===== src/rtl/drone_pkg.sv =====
// Shared types and constants for the flight sequencer and its drone-side consumers.
package drone_pkg;

   typedef enum logic [2:0] {
      IDLE   = 3'd0,
      SPINUP = 3'd1,
      FLY    = 3'd2,
      LAND   = 3'd3,
      FAULT  = 3'd4
   } fs_state_t;

   typedef logic signed [15:0] rpm_t;

   localparam logic [2:0] ALT_HOLD    = 3'b000;
   localparam logic [2:0] ALT_UP      = 3'b001;
   localparam logic [2:0] ALT_DOWN    = 3'b010;
   localparam logic [2:0] DIR_NEUTRAL = 3'b000;

   localparam int unsigned MOT_L  = 0;
   localparam int unsigned MOT_RT = 1;
   localparam int unsigned MOT_F  = 2;
   localparam int unsigned MOT_RV = 3;

endpackage


===== src/rtl/flight_seq_cycle_timer.sv =====
// Loadable 32-bit down-counter; done is high whenever the count has run out to zero.
module cycle_timer (
   input  logic        clk,
   input  logic        resetn,
   input  logic        load,
   input  logic [31:0] val,
   output logic        done
);

   logic [31:0] count;

   always_ff @(posedge clk or negedge resetn) begin
      if (!resetn)
         count <= '0;
      else if (load)
         count <= val;
      else if (count != '0)
         count <= count - 32'd1;
   end

   assign done = (count == '0);

endmodule


===== src/rtl/flight_seq.sv =====
// Arm / spin-up / fly / land / fault life-cycle sequencer in front of dronetop,
// with RPM supervision and automatic landing on host command timeout.
module flight_seq
   import drone_pkg::*;
#(
   parameter int unsigned SPINUP_CYC  = 1000,
   parameter int unsigned LAND_CYC    = 2000,
   parameter int unsigned CMD_TIMEOUT = 50000,
   parameter int unsigned STALL_CYC   = 16,
   parameter rpm_t        MIN_RPM     = 16'sd200
) (
   input  logic            clk,
   input  logic            resetn,
   input  logic            arm_req,
   input  logic            disarm_req,
   input  logic            cmd_valid,
   output logic            cmd_ready,
   input  logic [2:0]      host_alt,
   input  logic [1:0][2:0] host_dir,
   input  rpm_t [3:0]      rpm_sense,
   output logic [2:0]      altcmd,
   output logic [1:0][2:0] dircmd,
   output logic            mot_en,
   output logic            armed,
   output logic            fault,
   output fs_state_t       state
);

   if (SPINUP_CYC < 1 || LAND_CYC < 1 || CMD_TIMEOUT < 1 || STALL_CYC < 1 || MIN_RPM < 1) begin : g_param_chk
      $error("flight_seq: every parameter must be >= 1");
   end

   logic        any_low, accept, stall_trip, fly_land;
   logic        dwell_load, dwell_done, tmo_load, tmo_done;
   logic [31:0] dwell_val, stall_cnt;

   always_comb begin
      any_low = 1'b0;
      for (int unsigned i = 0; i < 4; i++)
         if (rpm_sense[i] < MIN_RPM) any_low = 1'b1;
   end

   assign cmd_ready  = (state == FLY) && !disarm_req;
   assign accept     = cmd_valid && cmd_ready;
   assign stall_trip = any_low && (stall_cnt >= STALL_CYC - 32'd1);
   assign fly_land   = !stall_trip && (disarm_req || tmo_done);

   // Timers are loaded with N-1 so the transition lands on exactly the N-th edge.
   always_comb begin
      dwell_load = 1'b0;
      dwell_val  = SPINUP_CYC - 32'd1;
      if (state == IDLE && arm_req) begin
         dwell_load = 1'b1;
      end else if (state == FLY && fly_land) begin
         dwell_load = 1'b1;
         dwell_val  = LAND_CYC - 32'd1;
      end
   end

   assign tmo_load = (state == SPINUP && dwell_done && !any_low) || accept;

   cycle_timer u_dwell (
      .clk    (clk),
      .resetn (resetn),
      .load   (dwell_load),
      .val    (dwell_val),
      .done   (dwell_done)
   );

   cycle_timer u_timeout (
      .clk    (clk),
      .resetn (resetn),
      .load   (tmo_load),
      .val    (CMD_TIMEOUT - 32'd1),
      .done   (tmo_done)
   );

   always_ff @(posedge clk or negedge resetn) begin
      if (!resetn) begin
         state     <= IDLE;
         altcmd    <= ALT_HOLD;
         dircmd    <= {DIR_NEUTRAL, DIR_NEUTRAL};
         mot_en    <= 1'b0;
         armed     <= 1'b0;
         fault     <= 1'b0;
         stall_cnt <= '0;
      end else begin
         case (state)
            IDLE: if (arm_req) begin
               state  <= SPINUP;
               altcmd <= ALT_UP;
               mot_en <= 1'b1;
               armed  <= 1'b1;
            end
            SPINUP: if (dwell_done) begin
               stall_cnt <= '0;
               altcmd    <= ALT_HOLD;
               if (!any_low) begin
                  state <= FLY;
               end else begin
                  state  <= FAULT;
                  mot_en <= 1'b0;
                  armed  <= 1'b0;
                  fault  <= 1'b1;
               end
            end
            FLY: begin
               stall_cnt <= any_low ? stall_cnt + 32'd1 : '0;
               if (stall_trip) begin
                  state     <= FAULT;
                  altcmd    <= ALT_HOLD;
                  dircmd    <= {DIR_NEUTRAL, DIR_NEUTRAL};
                  mot_en    <= 1'b0;
                  armed     <= 1'b0;
                  fault     <= 1'b1;
                  stall_cnt <= '0;
               end else if (fly_land) begin
                  state     <= LAND;
                  altcmd    <= ALT_DOWN;
                  dircmd    <= {DIR_NEUTRAL, DIR_NEUTRAL};
                  stall_cnt <= '0;
               end else if (accept) begin
                  altcmd <= host_alt;
                  dircmd <= host_dir;
               end
            end
            LAND: if (dwell_done) begin
               state  <= IDLE;
               altcmd <= ALT_HOLD;
               mot_en <= 1'b0;
               armed  <= 1'b0;
            end
            FAULT: if (disarm_req) begin
               state <= IDLE;
               fault <= 1'b0;
            end
            default: state <= IDLE;
         endcase
      end
   end

endmodule

===== config.mk =====
export PLATFORM = sky130hd
export DESIGN_NAME = flight_seq
export DESIGN_NICKNAME = d
export VERILOG_FILES = /design/src/rtl/drone_pkg.sv /design/src/rtl/flight_seq_cycle_timer.sv /design/src/rtl/flight_seq.sv
export SDC_FILE = /design/constraint.sdc
export NUM_CORES = 1
export LEC_CHECK = 0
export CORE_MARGIN = 2
export CORE_UTILIZATION = 27
export DETAILED_ROUTE_END_ITERATION = 12
export HOLD_SLACK_MARGIN = 0.02
export SLEW_MARGIN = 20
export SYNTH_ARGS = -nofsm -noshare
export SYNTH_HDL_FRONTEND = slang
export SYNTH_SLANG_ARGS = --single-unit
export TNS_END_PERCENT = 30

===== constraint.sdc =====
create_clock -name clk -period 2.5 [get_ports clk]
set_input_delay 0.5 -clock clk [delete_from_list [all_inputs] [get_ports clk]]
set_output_delay 0.5 -clock clk [all_outputs]
set_load 0.01 [all_outputs]

# Word level (Yosys, flattened, before mapping)
# Cells that the tools add are included.
# totals
regBits,110
elab_cells,105
# classes
n_addsub,3
order_cmp,5
eq_ne,13
mux,43
n_reduce_logical,32
# ops
operator,count
$mux W32,8
$logic_not A32 Y1,2
$lt A16 B9 Y1 const B,4
$pmux W32 S2,1
$reduce_bool A32 Y1,2
$sub A32 B1 Y32 const B,2
$add A32 B1 Y32 const B,1
$ge A32 B4 Y1 const B,1
$mux W3,10
$mux W11,2
$mux W6,3
$mux W1,15
$pmux W3 S5,1
$ne A2 B2 Y1 const B,6
$reduce_and A5 Y1,2
$pmux W3 S3,1
$reduce_bool A3 Y1,3
$logic_and A1 B1 Y1,8
$eq A3 B2 Y1 const B,2
$reduce_and A6 Y1,1
$reduce_bool A2 Y1,3
$ne A4 B4 Y1 const B,1
$pmux W1 S4,1
$reduce_and A2 Y1,2
11 further kinds,14

# Depth between registers and ports, before layout
# depth
word_depth,12
ltp_mapped,10

# By module
# Synthesis repeated with hierarchy kept, for this count alone.
# hier_totals
hier_cells,627
hier_area_um2,5993.2
# modules_own_cells
module,instances,cells_per_inst,area_each_um2,seq_area_each_um2
flight_seq,1,198,2104.5,1151.1
cycle_timer at u_dwell,1,220,1995.7,800.8
cycle_timer at u_timeout,1,209,1893.1,800.8

# Worst setup path after synthesis
# OpenSTA, ideal clock, no wires.
# synth_path
path_kind,flip-flop to flip-flop
from,register u_timeout.count[0]
to,register altcmd[1]
setup_time_ps,127
t_arrival_ps,2284
required_time_ps,2373
path_slack_ps,88
stages_incl_launch_ff,10
period_less_slack_ps,2412
path_cell_list,dfrtp_1 -> inv_1 -> ha_1 -> nor4b_1 -> nand3_1 -> or3_1 -> clkbuf_1 -> nand2_1 -> o31ai_1 -> mux2_1
# synth_via
elab_chain_cells,6
# synth_rtl
item,line,rtl
start: declaration,flight_seq_cycle_timer.sv:10,logic [31:0] count;
start signal: assignment,flight_seq_cycle_timer.sv:16,count <= val;
start signal: assignment,flight_seq_cycle_timer.sv:18,count <= count - 32'd1;
$logic_not A32 Y1 (*),flight_seq_cycle_timer.sv:21,assign done = (count == '0);
$logic_or A1 B1 Y1 (*),flight_seq.sv:46,assign fly_land = !stall_trip && (disarm_req || tmo_done);
$logic_and A1 B1 Y1 (*),flight_seq.sv:46,
$mux W3,flight_seq.sv:117,end else if (fly_land) begin
$mux W3,flight_seq.sv:109,if (stall_trip) begin
$pmux W3 S3,flight_seq.sv:88,case (state)
end signal: assignment,flight_seq.sv:123,altcmd <= host_alt;
end: declaration,flight_seq.sv:21,"output logic [2:0] altcmd,"
# Mark *: on every way between the ends. The rest lies on a longest branch, timed or not.
# A chain may end at the register's enable or synchronous reset.

# Worst setup path in the final report
# layout_path
from,register u_dwell.count[18]
to,register altcmd[2]
# layout_via
elab_chain_cells,3
# layout_rtl
item,line
start: declaration,flight_seq_cycle_timer.sv:10
start signal: assignment,flight_seq_cycle_timer.sv:16
start signal: assignment,flight_seq_cycle_timer.sv:18
$logic_not A32 Y1,flight_seq_cycle_timer.sv:21
$ne A2 B1 Y1 (no source line),--
$reduce_and A4 Y1 (no source line),--
# Every way passes these cells.

==> results.cfg <==
[floorplanning]
die_x_um = 147
rows = 52
start_util_pct = 27.4
io_pins = 94
core-area_sq_um = 20100
dieArea_sq_um = 21600
die_h_um = 147

[worst_setup_path]
reg2reg_from = u_dwell.count[18]
criticalPathCategory = reg2reg
crit_arrival_ns = 2.61
required_ns = 2.75
reg2regPathDepth = 7
worst_r2r_endpoint = altcmd[2]
crit_path_end_kind = flop
path_max_fanout = 4
ff2ff_setup_slack_ns = 0.14
cp-start-kind = flop

[synth]
synth_top_area_cell = dfrtp_1
syn_area_sq_um = 5510
synthArstFlopShare_pct = 100
synth.distinct_cells = 58
synth_top_area_share_pct = 50.0
syn_nets = 645
yosysSeqAreaShare_pct = 50.0
synthFlopType = dfrtp_1
synth.most_common_cell = dfrtp_1
avgSynthCellArea_sq_um = 9.77
synthTopCellsByCount = 110 x dfrtp_1, 74 x nor2_1, 46 x nand2_1
syn_inst = 564
synth-edff-count = 0
synth_area_leaders = dfrtp_1 50%, nor2_1 5.0%, xnor2_1 4.6%, xor2_1 4.5%, nor4_1 3.6%
ys_warn_count = 0
ys_ff_latch = 110

[timing]
fmaxAchievable_mhz = 423
finalHoldViolCount = 0
rsz0062_at_grt = false
skew_ns = 0.0110
fin_tns_setup_ns = 0
finalCriticalPeriod_ns = 2.36
hold-worst-slack_ns = 0.498
setup_slack_ns = 0.138
finalSetupViolCount = 0
finalCritPeriodShare_pct = 94.5
drv_slew = 0
relSlewSlack_pct = 62.2
worst_pin_slew_ns = 0.567

[power_and_ir_drop]
finalPower_mw = 5.92
ir_drop_mv = 0.327
p_per_area_nw_per_um2 = 802
p_sw_share_pct = 31.0
p_int_mw = 4.08
leakagePower_nw = 3.02
power_frac_seq_pct = 44.2
switchingPower_mw = 1.83
p_clk_share_pct = 30.0
combPwrFrac_pct = 25.9

[cts]
cts.clk_slew.worst_paths_ns = 0.07
htree_levels = 3
cts-buffers-inserted = 9
clkSinkCount = 110
clockRootBuffer = clkbuf_16
clk_latency_ns = 0.36
cts_tree = built
post-cts-setup-buffer-count = 0
clock_path_buffers = 2

[drt]
wl_per_cell_um = 13.5
detail-route-antenna-nets = 0
num_vias = 4556
first_pass_iters = 4
initialDrtViolationCount = 278
drc = 0
wirelength_um = 12900
routed_via_density = 4.75

[finish]
postLayoutCellArea_sq_um = 7380
nFillCells = 2031
layout.nets = 766
multiInputGateArea_sq_um = 2690
fin_util_pct = 36.7
seq_area_sq_um = 2750
diodes = 0
area_growth_pct = 34.0
stdcell_count = 960
drive_gt1_share_pct = 11.9

[placement]
placed_cells = 943
place_congestion = 0.770
pre_cts_slack_ns = -0.312
place_area_sq_um = 6940
hpwl_um = 9250
io_buffers = 81

[worst_hold_path]
hold_end = altcmd[1]
hold_path_depth = 1
worstHoldStart = altcmd[1]
hp-class = reg2reg

[global_routing]
grt_pass1_vias = 4553
antenna_found_initial = 0
grt_use_total_pct = 12.7
grt_pass1_wl_um = 22400
overflow = 0
grt_max_degree = 99

[run_status]
status = finished, final reports clean

[flow_run]
maxCapViolations = 0
-- timing repair --
action | CTS | global route
endpoints found under the hold margin | 12 | 0
endpoints found under the setup margin | 0 | 55
hold buffers | 1 | 0
gates resized for setup | 0 | 9
-- placed cells by master (no fill, tap or decap), drive strengths merged, types with 4 or more instances in the layout --
master         count
clkbuf             9
nand2             46
a21oi              5
and2              13
o311ai             4
nand3             29
and3               4
nor2              74
o31ai              5
a22o               8
xnor2             29
buf               46
bufinv             4
inv               14
o21a              12
clkdlybuf4s50     80
a31oi              9
o21ai             10
dfrtp            110
nor4              33
xor2              28
nand4              8
nor3              38
nand4b             5
or3               12
or4               10
-- per-layer routing --
| metal | GRT usage, % | part of all wire [%] | up-vias |
|---|---|---|---|
| li1 | - | - | 2274 |
| met2 | 19.8 | 46 | 100 |
| met3 | 3.82 | 5.2 | 14 |
| met1 | 17.2 | 48 | 2168 |
| met5 | 0 | 0 | - |
| met4 | 3.40 | 1.2 | 0 |
-- kinds of logic (layout without fill, tap and decap cells) --
| logic type | Yosys count | in the layout | synth area share [%] |
|---|---|---|---|
| buffers and inverters | 29 | 155 | 2.29 |
| DFF | 110 | 110 | 50.0 |
| AOI/OAI and AO/OA | 76 | 76 | 10.4 |
| xor gates and xnor gates | 57 | 57 | 9.06 |
| muxes | 3 | 3 | 0.591 |
| and+or+nand+nor | 286 | 286 | 26.9 |
| adders and majority gates | 3 | 3 | 0.682 |
-- worst max-delay path by stage --
| stage | slack (ns) | to | from | cells after the start |
|---|---|---|---|---|
| 2_1_floorplan | 0.09 | altcmd[1] | u_timeout.count[0] | 9 |
| 3_3_place_gp | -0.29 | dircmd[2] | rpm_sense[53] | 7 |
| 3_5_place_dp | -0.31 | dircmd[0] | rpm_sense[53] | 7 |
| 4_1_cts | 0.0005 | u_dwell.count[24] | u_timeout.count[0] | 10 |
| 5_1_grt | 0.0007 | stall_cnt[5] | u_dwell.count[18] | 7 |
| 6_report | 0.14 | altcmd[2] | u_dwell.count[18] | 7 |
-- power by group through the flow --
| stage | sequential (mW) | clock (mW) | combinational (mW) |
|---|---|---|---|
| 6_report | 2.61 | 1.77 | 1.53 |
| 5_1_grt | 2.67 | 1.89 | 1.73 |
| 4_1_cts | 2.59 | 1.82 | 1.54 |
| 3_5_place_dp | 2.61 | 0 | 1.53 |
| 3_3_place_gp | 2.61 | 0 | 1.50 |
| 2_1_floorplan | 2.58 | 0 | 0.887 |
-- worst max-delay path, stage by stage, from the launching register on --
cell,delay (ns)
dfrtp_1,0.38
or4_1,0.61
nor4_4,0.25
nand4_4,0.17
a211oi_2,0.32
o31ai_1,0.15
buf_4,0.16
a22o_1,0.21
-- state kept, by name (all words and copies together), names as in the netlist --
name	cells
altcmd	3
armed	1
dircmd	6
fault	1
stall_cnt	32
state	3
u_dwell.count	32
u_timeout.count	32
-- final cells by class --
class,instances,area share [%]
clock buffer,9,3.05
clock inverter,7,1.93
inverter,12,0.610
multi-input combinational,425,36.5
sequential,110,37.3
tap,270,4.58
timing repair buffer,127,16.0
Note: power is estimated with default switching activity, not from simulation.
